===== src/rtl/loader_pkg.sv =====
// Shared constants and enumerations for the UART program loader.
package loader_pkg;

    localparam logic [7:0] SYNC = 8'hA5;

    typedef enum logic [3:0] {
        OP_WRITE = 4'h1,
        OP_RUN   = 4'h2
    } loader_op_t;

    typedef enum logic [2:0] {
        ST_IDLE,
        ST_CMD,
        ST_ADDR,
        ST_LEN0,
        ST_LEN1,
        ST_DATA,
        ST_CHK
    } loader_state_t;

    typedef enum logic [1:0] {
        ERR_FRAME   = 2'd0,
        ERR_BADCMD  = 2'd1,
        ERR_CHKSUM  = 2'd2,
        ERR_TIMEOUT = 2'd3
    } loader_err_t;

endpackage


===== src/rtl/uart_rx.sv =====
// 8N1 UART receiver with two-flop synchroniser and mid-bit sampling.
// Emits a 1-cycle valid_o per good byte or a 1-cycle frame_err_o on a low stop bit.
module uart_rx #(
    parameter int ClkPerBit = 868
) (
    input  logic       clk,
    input  logic       reset,
    input  logic       rx_i,
    output logic [7:0] data_o,
    output logic       valid_o,
    output logic       frame_err_o
);

    localparam int CntWidth = $clog2(ClkPerBit + 1);
    localparam logic [CntWidth-1:0] HalfLast = CntWidth'(ClkPerBit / 2 - 1);
    localparam logic [CntWidth-1:0] BitLast  = CntWidth'(ClkPerBit - 1);

    typedef enum logic [1:0] {RX_IDLE, RX_START, RX_DATA, RX_STOP} rx_state_t;

    rx_state_t           state, state_next;
    logic                rx_meta, rx_sync, rx_prev;
    logic [CntWidth-1:0] cnt, cnt_next;
    logic [2:0]          bit_idx, bit_idx_next;
    logic [7:0]          shift, shift_next;
    logic                valid_next, frame_err_next;

    always_ff @(posedge clk or posedge reset) begin
        if (reset) begin
            rx_meta     <= 1'b1;
            rx_sync     <= 1'b1;
            rx_prev     <= 1'b1;
            state       <= RX_IDLE;
            cnt         <= '0;
            bit_idx     <= '0;
            shift       <= '0;
            valid_o     <= 1'b0;
            frame_err_o <= 1'b0;
        end else begin
            rx_meta     <= rx_i;
            rx_sync     <= rx_meta;
            rx_prev     <= rx_sync;
            state       <= state_next;
            cnt         <= cnt_next;
            bit_idx     <= bit_idx_next;
            shift       <= shift_next;
            valid_o     <= valid_next;
            frame_err_o <= frame_err_next;
        end
    end

    // Start needs a real falling edge, so a line held low after a bad stop bit cannot retrigger.
    always_comb begin
        state_next     = state;
        cnt_next       = cnt;
        bit_idx_next   = bit_idx;
        shift_next     = shift;
        valid_next     = 1'b0;
        frame_err_next = 1'b0;
        unique case (state)
            RX_IDLE: begin
                if (rx_prev && !rx_sync) begin
                    state_next = RX_START;
                    cnt_next   = '0;
                end
            end
            RX_START: begin
                if (cnt == HalfLast) begin
                    cnt_next     = '0;
                    bit_idx_next = '0;
                    state_next   = rx_sync ? RX_IDLE : RX_DATA;
                end else begin
                    cnt_next = cnt + CntWidth'(1);
                end
            end
            RX_DATA: begin
                if (cnt == BitLast) begin
                    cnt_next     = '0;
                    shift_next   = {rx_sync, shift[7:1]};
                    bit_idx_next = bit_idx + 3'd1;
                    if (bit_idx == 3'd7) state_next = RX_STOP;
                end else begin
                    cnt_next = cnt + CntWidth'(1);
                end
            end
            RX_STOP: begin
                if (cnt == BitLast) begin
                    cnt_next       = '0;
                    state_next     = RX_IDLE;
                    valid_next     = rx_sync;
                    frame_err_next = !rx_sync;
                end else begin
                    cnt_next = cnt + CntWidth'(1);
                end
            end
            default: state_next = RX_IDLE;
        endcase
    end

    assign data_o = shift;

endmodule


===== src/rtl/mem_loader.sv =====
// In-system program loader: decodes checksummed UART frames into byte writes on
// per-target debug ports, holding the core until a RUN command releases it.
module mem_loader #(
    parameter int NumTargets    = 2,
    parameter int AddrWidth     = 12,
    parameter int ClkPerBit     = 868,
    parameter int TimeoutCycles = 1_000_000,
    parameter bit HoldOnReset   = 1'b1
) (
    input  logic                  clk,
    input  logic                  reset,
    input  logic                  rx_i,
    input  logic                  err_clear_i,
    output logic [NumTargets-1:0] debug_o,
    output logic [AddrWidth-1:0]  debug_addr_o,
    output logic [7:0]            debug_data_o,
    output logic                  cpu_hold_o,
    output logic                  busy_o,
    output logic                  err_o,
    output logic [1:0]            err_code_o
);
    import loader_pkg::*;

    localparam int AddrBytes = (AddrWidth + 7) / 8;
    localparam int AddrBufW  = AddrBytes * 8;
    localparam int AddrIdxW  = (AddrBytes > 1) ? $clog2(AddrBytes) : 1;
    localparam logic [AddrIdxW-1:0] AddrIdxLast = AddrIdxW'(AddrBytes - 1);
    localparam int TimeoutW  = $clog2(TimeoutCycles + 1);
    localparam logic [TimeoutW-1:0] TimeoutLast = TimeoutW'(TimeoutCycles - 1);

    logic [7:0] rx_data;
    logic       rx_valid, rx_frame_err;

    uart_rx #(.ClkPerBit(ClkPerBit)) u_rx (
        .clk         (clk),
        .reset       (reset),
        .rx_i        (rx_i),
        .data_o      (rx_data),
        .valid_o     (rx_valid),
        .frame_err_o (rx_frame_err)
    );

    loader_state_t         state, state_next;
    logic                  is_run, is_run_next;
    logic [3:0]            target, target_next;
    logic [AddrBufW-1:0]   addr_buf, addr_buf_next;
    logic [AddrIdxW-1:0]   addr_idx, addr_idx_next;
    logic [15:0]           len, len_next;
    logic [7:0]            chk, chk_next;
    logic [TimeoutW-1:0]   tcnt, tcnt_next;
    logic [NumTargets-1:0] debug_next;
    logic [AddrWidth-1:0]  debug_addr_next;
    logic [7:0]            debug_data_next;
    logic                  hold_next, err_next;
    logic [1:0]            err_code_next;

    always_ff @(posedge clk or posedge reset) begin
        if (reset) begin
            state        <= ST_IDLE;
            is_run       <= 1'b0;
            target       <= '0;
            addr_buf     <= '0;
            addr_idx     <= '0;
            len          <= '0;
            chk          <= '0;
            tcnt         <= '0;
            debug_o      <= '0;
            debug_addr_o <= '0;
            debug_data_o <= '0;
            cpu_hold_o   <= HoldOnReset;
            busy_o       <= 1'b0;
            err_o        <= 1'b0;
            err_code_o   <= '0;
        end else begin
            state        <= state_next;
            is_run       <= is_run_next;
            target       <= target_next;
            addr_buf     <= addr_buf_next;
            addr_idx     <= addr_idx_next;
            len          <= len_next;
            chk          <= chk_next;
            tcnt         <= tcnt_next;
            debug_o      <= debug_next;
            debug_addr_o <= debug_addr_next;
            debug_data_o <= debug_data_next;
            cpu_hold_o   <= hold_next;
            busy_o       <= (state_next != ST_IDLE);
            err_o        <= err_next;
            err_code_o   <= err_code_next;
        end
    end

    // Error sources are evaluated after err_clear_i so a same-cycle error keeps err_o set.
    always_comb begin
        state_next      = state;
        is_run_next     = is_run;
        target_next     = target;
        addr_buf_next   = addr_buf;
        addr_idx_next   = addr_idx;
        len_next        = len;
        chk_next        = chk;
        tcnt_next       = tcnt;
        debug_next      = '0;
        debug_addr_next = debug_addr_o;
        debug_data_next = debug_data_o;
        hold_next       = cpu_hold_o;
        err_next        = err_o;
        err_code_next   = err_code_o;

        if (err_clear_i) err_next = 1'b0;

        if (state == ST_IDLE || rx_valid) tcnt_next = '0;
        else if (tcnt != TimeoutLast)     tcnt_next = tcnt + TimeoutW'(1);

        if (rx_frame_err) begin
            err_next      = 1'b1;
            err_code_next = ERR_FRAME;
            state_next    = ST_IDLE;
        end else if (state != ST_IDLE && !rx_valid && tcnt == TimeoutLast) begin
            err_next      = 1'b1;
            err_code_next = ERR_TIMEOUT;
            state_next    = ST_IDLE;
        end else if (rx_valid) begin
            unique case (state)
                ST_IDLE: begin
                    if (rx_data == SYNC) state_next = ST_CMD;
                end
                ST_CMD: begin
                    chk_next    = rx_data;
                    target_next = rx_data[3:0];
                    if (rx_data[7:4] == OP_WRITE && int'(rx_data[3:0]) < NumTargets) begin
                        is_run_next   = 1'b0;
                        hold_next     = 1'b1;
                        addr_idx_next = '0;
                        state_next    = ST_ADDR;
                    end else if (rx_data[7:4] == OP_RUN) begin
                        is_run_next = 1'b1;
                        state_next  = ST_CHK;
                    end else begin
                        err_next      = 1'b1;
                        err_code_next = ERR_BADCMD;
                        state_next    = ST_IDLE;
                    end
                end
                ST_ADDR: begin
                    chk_next      = chk ^ rx_data;
                    addr_buf_next = (addr_buf >> 8) | (AddrBufW'(rx_data) << (AddrBufW - 8));
                    if (addr_idx == AddrIdxLast) state_next = ST_LEN0;
                    else addr_idx_next = addr_idx + AddrIdxW'(1);
                end
                ST_LEN0: begin
                    chk_next      = chk ^ rx_data;
                    len_next[7:0] = rx_data;
                    state_next    = ST_LEN1;
                end
                ST_LEN1: begin
                    chk_next       = chk ^ rx_data;
                    len_next[15:8] = rx_data;
                    state_next     = ({rx_data, len[7:0]} == 16'd0) ? ST_CHK : ST_DATA;
                end
                ST_DATA: begin
                    chk_next = chk ^ rx_data;
                    for (int t = 0; t < NumTargets; t++) begin
                        if (int'(target) == t) debug_next[t] = 1'b1;
                    end
                    debug_addr_next = addr_buf[AddrWidth-1:0];
                    debug_data_next = rx_data;
                    addr_buf_next[AddrWidth-1:0] = addr_buf[AddrWidth-1:0] + AddrWidth'(1);
                    len_next = len - 16'd1;
                    if (len == 16'd1) state_next = ST_CHK;
                end
                ST_CHK: begin
                    state_next = ST_IDLE;
                    if (rx_data != chk) begin
                        err_next      = 1'b1;
                        err_code_next = ERR_CHKSUM;
                    end else if (is_run) begin
                        hold_next = 1'b0;
                    end
                end
                default: state_next = ST_IDLE;
            endcase
        end
    end

endmodule


===== config.mk =====
export PLATFORM = sky130hd
export DESIGN_NAME = mem_loader
export DESIGN_NICKNAME = d
export VERILOG_FILES = /design/src/rtl/loader_pkg.sv /design/src/rtl/uart_rx.sv /design/src/rtl/mem_loader.sv
export SDC_FILE = /design/constraint.sdc
export NUM_CORES = 1
export LEC_CHECK = 0
export BUFFER_PORTS_ARGS = -buffer_cell sky130_fd_sc_hd__buf_2
export CAP_MARGIN = 10
export CORE_MARGIN = 3
export CORE_UTILIZATION = 55
export CTS_BUF_LIST = sky130_fd_sc_hd__clkbuf_4
export DETAILED_ROUTE_END_ITERATION = 10
export PLACE_DENSITY = 0.85
export SLEW_MARGIN = 20
export SYNTH_ARGS = -nofsm -noshare
export SYNTH_HDL_FRONTEND = slang
export SYNTH_HIERARCHICAL = 1
export SYNTH_SLANG_ARGS = --single-unit

===== constraint.sdc =====
create_clock -name clk -period 2.65 [get_ports clk]
set_clock_uncertainty 0.1 [all_clocks]
set_input_delay 0.1325 -clock clk [delete_from_list [all_inputs] [get_ports clk]]
set_output_delay 0.1325 -clock clk [all_outputs]
set_load 0.1 [all_outputs]

Yosys cells after proc, flatten, opt, wreduce, memory -nomap -nowiden

Cells that the tools add are included.

Register bits: 124
Latch bits: 0
Memory bits (writable): 0
Memory bits (read-only): 0
Output and inout port bits: 27
Logic and storage cells: 172
Memories: 0

Add/subtract/negate cells: 6
Multiply operators: 0
Div/mod/pow operators: 0
Magnitude comparators: 1
Eq/ne operators: 31
Shift-type cells: 0
Muxes and demuxes: 64
Bitwise operators: 4
Reductions and logical operators: 40

Operator list:

| kind                  | count |
|---|---|
| $pmux 8 s2            | 3 |
| $mux 20               | 2 |
| $mux 2                | 17 |
| $mux 10               | 3 |
| $mux 3                | 10 |
| $pmux 10 s3           | 1 |
| $reduce_and 4->1      | 7 |
| $pmux 12 s2           | 1 |
| $add 20x1->20 const B | 1 |
| $eq 20x20->1 const B  | 1 |
| $mux 1                | 20 |
| $ne 20x20->1 const B  | 1 |
| $reduce_and 5->1      | 4 |
| $pmux 3 s6            | 1 |
| $reduce_bool 2->1     | 9 |
| $eq 16x1->1 const B   | 1 |
| $logic_not 16->1      | 1 |
| $or 8x16->16          | 1 |
| $sub 16x1->16 const B | 1 |
| $add 12x1->12 const B | 1 |
| $eq 3x3->1 const B    | 4 |
| $ne 4x3->1 const B    | 3 |
| $add 10x1->10 const B | 1 |
| $eq 10x10->1 const B  | 1 |
| other kinds (33)      | 51 |

Logic depth before layout (Yosys ltp)

Depth after elaboration: 8
Gate-level depth with buffers: 8
Depth with buffers taken out: 7

By module

The synthesis kept the hierarchy.

Modules (own cells, without submodules):

| module     | instances | cells each | area an instance (um^2) |
|---|---|---|---|
| mem_loader | 1         | 525        | 5,024.8 |
| uart_rx    | 1         | 128        | 1,387.6 |

Least setup slack after synthesis

No wires, ideal clock.

Path kind: register to register
From: reg tcnt[0]
To: reg tcnt[12]
Arrival: 1,802 ps
Data required time: 2,472 ps
Slack: 670 ps
Cell stages (with the launch flop): 7
Path buffers: 1
Cells stage by stage: dfrtp_1 ha_1 nand2_2 or4_1 clkbuf_1 or3_1 a21oi_1

Cells in the longest elaborated chain, start to end: 3

Ends and longest elaborated chain:

| item                   | line              | RTL |
|---|---|---|
| start, declared        | mem_loader.sv:50  | `logic [TimeoutW-1:0] tcnt, tcnt_next;` |
| start signal, assigned | mem_loader.sv:82  | `tcnt <= tcnt_next;` |
| $add 20x1->20          | mem_loader.sv:113 | `else if (tcnt != TimeoutLast) tcnt_next = tcnt + TimeoutW'(1);` |
| $mux 20                | mem_loader.sv:113 |  |
| $mux 20                | mem_loader.sv:112 | `if (state == ST_IDLE \|\| rx_valid) tcnt_next = '0;` |

Several ways; a longest one is shown, not always the timed one. The select of a mux whose other input is x is not followed.
A chain may end at the register's enable or synchronous reset.

==> flow_metrics.env <==
export IMPL_multiInputGateArea_um2=3070
export IMPL_seq_area_frac_synth_pct=48.5
export IMPL_drt_iter0_markers=468
export IMPL_timing_critical_path_required_ns=3.01
export IMPL_number_of_maximum_capacitance_violations=0
export IMPL_via_per_inst=6.23
export IMPL_max_vdd_ir_drop_mv=0.547
export IMPL_num_io_pins=31
export IMPL_ys_top_cells_by_count="sky130_fd_sc_hd__dfrtp_1 (120), sky130_fd_sc_hd__nor2_1 (65), sky130_fd_sc_hd__nand2_1 (61)"
export IMPL_worst_r2r_path_depth=4
export IMPL_leakagePower_nw=3.27
export IMPL_number_of_antenna_violations_at_the_first_check_in_global_routing=0
export IMPL_fin_util_pct=63.3
export IMPL_grt_setup_unrepaired="false"
export IMPL_timing_setup_tns_ns=0
export IMPL_library_cell_used_as_clock_root_buffer="sky130_fd_sc_hd__clkbuf_4"
export IMPL_run_status="completed"
export IMPL_start_util_pct=57.6
export IMPL_grt_pass1_wl_um=24400
export IMPL_finalCriticalPeriod_ns=2.27
export IMPL_postCtsSetupBuffers=0
export IMPL_slew_violations=0
export IMPL_min_delay_worst_endpoint="u_rx/rx_meta"
export IMPL_drt_wirelength_per_cell_um=17.0
export IMPL_syn_instance_count=653
export IMPL_grt_pass1_vias=5177
export IMPL_drt_total_wl_um=14200
export IMPL_tritoncts="built"
export IMPL_finalSetupViolCount=0
export IMPL_total_power_mw=3.84
export IMPL_synth_top_area_share_pct=46.8
export IMPL_syn_area_um2=6410
export IMPL_cts_max_path_buffers=2
export IMPL_worst_tran_pin_value_ns=0.952
export IMPL_ff_latch_area_um2=3110
export IMPL_synth_largest_area_cell="sky130_fd_sc_hd__dfrtp_1"
export IMPL_worstHoldStart="rx_i"
export IMPL_r2r_start="state[1]"
export IMPL_timing_final_crit_share_pct=85.6
export IMPL_track_usage_pct=23.3
export IMPL_cts_made_buffers=17
export IMPL_cts_htree_levels=4
export IMPL_dp_hpwl_um=9870
export IMPL_final_net_count=694
export IMPL_path_clk_slew_ns=0.14
export IMPL_worst_path_max_fanout=13
export IMPL_fillerInstances=888
export IMPL_finalHoldViolCount=0
export IMPL_syn_area_per_cell_um2=9.82
export IMPL_power_per_cell_area_nw_per_um2=545
export IMPL_timing_worst_setup_path_type="flip-flop to flip-flop"
export IMPL_yosys_most_used_dff="sky130_fd_sc_hd__dfrtp_1"
export IMPL_ys_async_rst_share_pct=100
export IMPL_core_um2=11100
export IMPL_cp_launch_type="flip-flop"
export IMPL_timing_hold_worst_path_depth=2
export IMPL_tritoncts_num_sinks=124
export IMPL_fmax_mhz=441
export IMPL_via_count=5196
export IMPL_ys_ff_latch=124
export IMPL_chipHeight_um=114
export IMPL_timing_max_slew_rel_slack_pct=36.1
export IMPL_die_area_um2=13000
export IMPL_rows=38
export IMPL_gp_routability_congestion=0.867
export IMPL_synth_cell_type_count=74
export IMPL_grt_overflow_total=0
export IMPL_timing_hold_worst_class="input pin to flip-flop"
export IMPL_post_route_cells_drive_above_1_share_pct=18.6
export IMPL_insertion_delay_ns=0.53
export IMPL_syn2layout_area_growth_pct=9.87
export IMPL_floorplan_die_width_um=114
export IMPL_arrival_ns=2.63
export IMPL_yosys_top_cells_area="sky130_fd_sc_hd__dfrtp_1 (47%), sky130_fd_sc_hd__mux2_2 (4.9%), sky130_fd_sc_hd__nor2_1 (3.8%)"
export IMPL_synth_warnings=6
export IMPL_placement_io_buffers=30
export IMPL_synth_enable_flop_cells=0
export IMPL_reg2reg_setup_slack_ns=0.38
export IMPL_syn_num_nets=666
export IMPL_drc_errors=0
export IMPL_cts_resized_gates=0
export IMPL_grt_start_max_net_pins=38
export IMPL_yosysMostFrequentCell="sky130_fd_sc_hd__dfrtp_1"
export IMPL_worst_r2r_endpoint="addr_buf[2]"
export IMPL_insertedDiodeCount=0
export IMPL_drt_pass1_iterations=5
export IMPL_route_antenna_remaining_nets=0
export IMPL_end_kind="flip-flop"
## stage by stage
| step | instance area [µm²] | worst slack, ns | hold slack [ns] | std cells |
|---|---|---|---|---|
| floorplan | 6420 | 0.670 | 0.0370 | 653 |
| global placement | 6690 | 0.533 | 0.140 | 799 |
| detailed placement | 6690 | 0.410 | 0.140 | 799 |
| CTS | 7050 | 0.390 | 0.118 | 834 |
| global route | 7050 | 0.203 | 0.129 | 834 |
| finish | 7050 | 0.382 | 0.145 | 834 |
## routing by layer
metal / GRT usage [%] / vias to the layer above / share of wire (%)
met3: 5.52 / 39 / 5.8
met1: 30.6 / 2542 / 44
met4: 8.47 / 0 / 2.2
li1: - / 2416 / -
met2: 37.7 / 199 / 48
met5: 0 / - / 0
## repair_timing
action | in CTS | in global routing
setup endpoints to repair | 0 | 0
hold endpoints to repair | 61 | 0
hold buffers | 3 | 0
## registers in the layout, summed over array words and instances (netlist names), 2 cells and up, named ones only
register / count
debug_data_o: 8
addr_buf: 16
tcnt: 20
u_rx/cnt: 10
u_rx/bit_idx: 3
debug_o: 2
u_rx/data_o: 8
err_code_o: 2
chk: 8
len: 16
state: 3
target: 4
debug_addr_o: 12
## cells in the final DEF (no fill, tap or decap), drive strengths merged, types with 5 or more instances in the layout
cell | synthesis | layout
clkbuf | 27 | 17
nor3b | 8 | 8
xnor2 | 11 | 11
nand3 | 15 | 15
o22ai | 8 | 8
and3 | 5 | 5
o211ai | 8 | 8
a31oi | 17 | 17
dfrtp | 120 | 120
ha | 9 | 9
nand4 | 12 | 12
o21ai | 32 | 32
xor2 | 19 | 19
nor4 | 12 | 12
buf | 9 | 42
a21oi | 38 | 38
and4 | 6 | 6
nand2 | 63 | 63
nor2b | 8 | 8
or3 | 9 | 9
nor3 | 21 | 21
nor2 | 67 | 67
and2 | 5 | 5
inv | 21 | 28
o22a | 10 | 10
mux2 | 33 | 33
## report_power, final
part / switching, mW / leakage (nW) / internal [mW]
combinational: 0.200 / 1.38 / 0.110
clock: 0.817 / 0.178 / 0.692
sequential: 0.0778 / 1.71 / 1.94
## worst max path at each step
stage	from	end	slack, ns	cells after the start
after floorplan	tcnt[0]	tcnt[12]	0.67	6
after global placement	state[0]	busy_o	0.53	6
after detailed placement	state[1]	addr_buf[2]	0.41	4
after CTS	state[1]	addr_buf[2]	0.39	4
after global routing	state[1]	addr_buf[2]	0.20	4
final	state[1]	addr_buf[2]	0.38	4
## final cells by class
| cell class | instances | share of cell area (%) |
|---|---|---|
| flip-flops and latches | 124 | 44.1 |
| multi-input cells | 472 | 43.6 |
| repair buffers | 45 | 4.01 |
| clock inverters | 15 | 2.82 |
| well taps | 140 | 2.49 |
| clock buffers | 17 | 1.81 |
| inverters | 21 | 1.17 |
## worst max-delay path, cell delays in order (launching register included)
cell and delay (ns):
sky130_fd_sc_hd__dfrtp_1 0.58, sky130_fd_sc_hd__and3b_1 0.37, sky130_fd_sc_hd__o21ai_1 0.81, sky130_fd_sc_hd__o21ai_0 0.22, sky130_fd_sc_hd__o21ai_1 0.13
## cells by family after synthesis
kind of cell / Yosys count / synth area share (%)
buf+inv: 57 / 3.65
fa+ha+maj: 9 / 1.76
mux: 37 / 6.42
flops: 124 / 48.5
simple gates: 252 / 21.1
xor+xnor: 30 / 4.10
compound gates: 144 / 14.5
(Power assumes the default switching activity.)
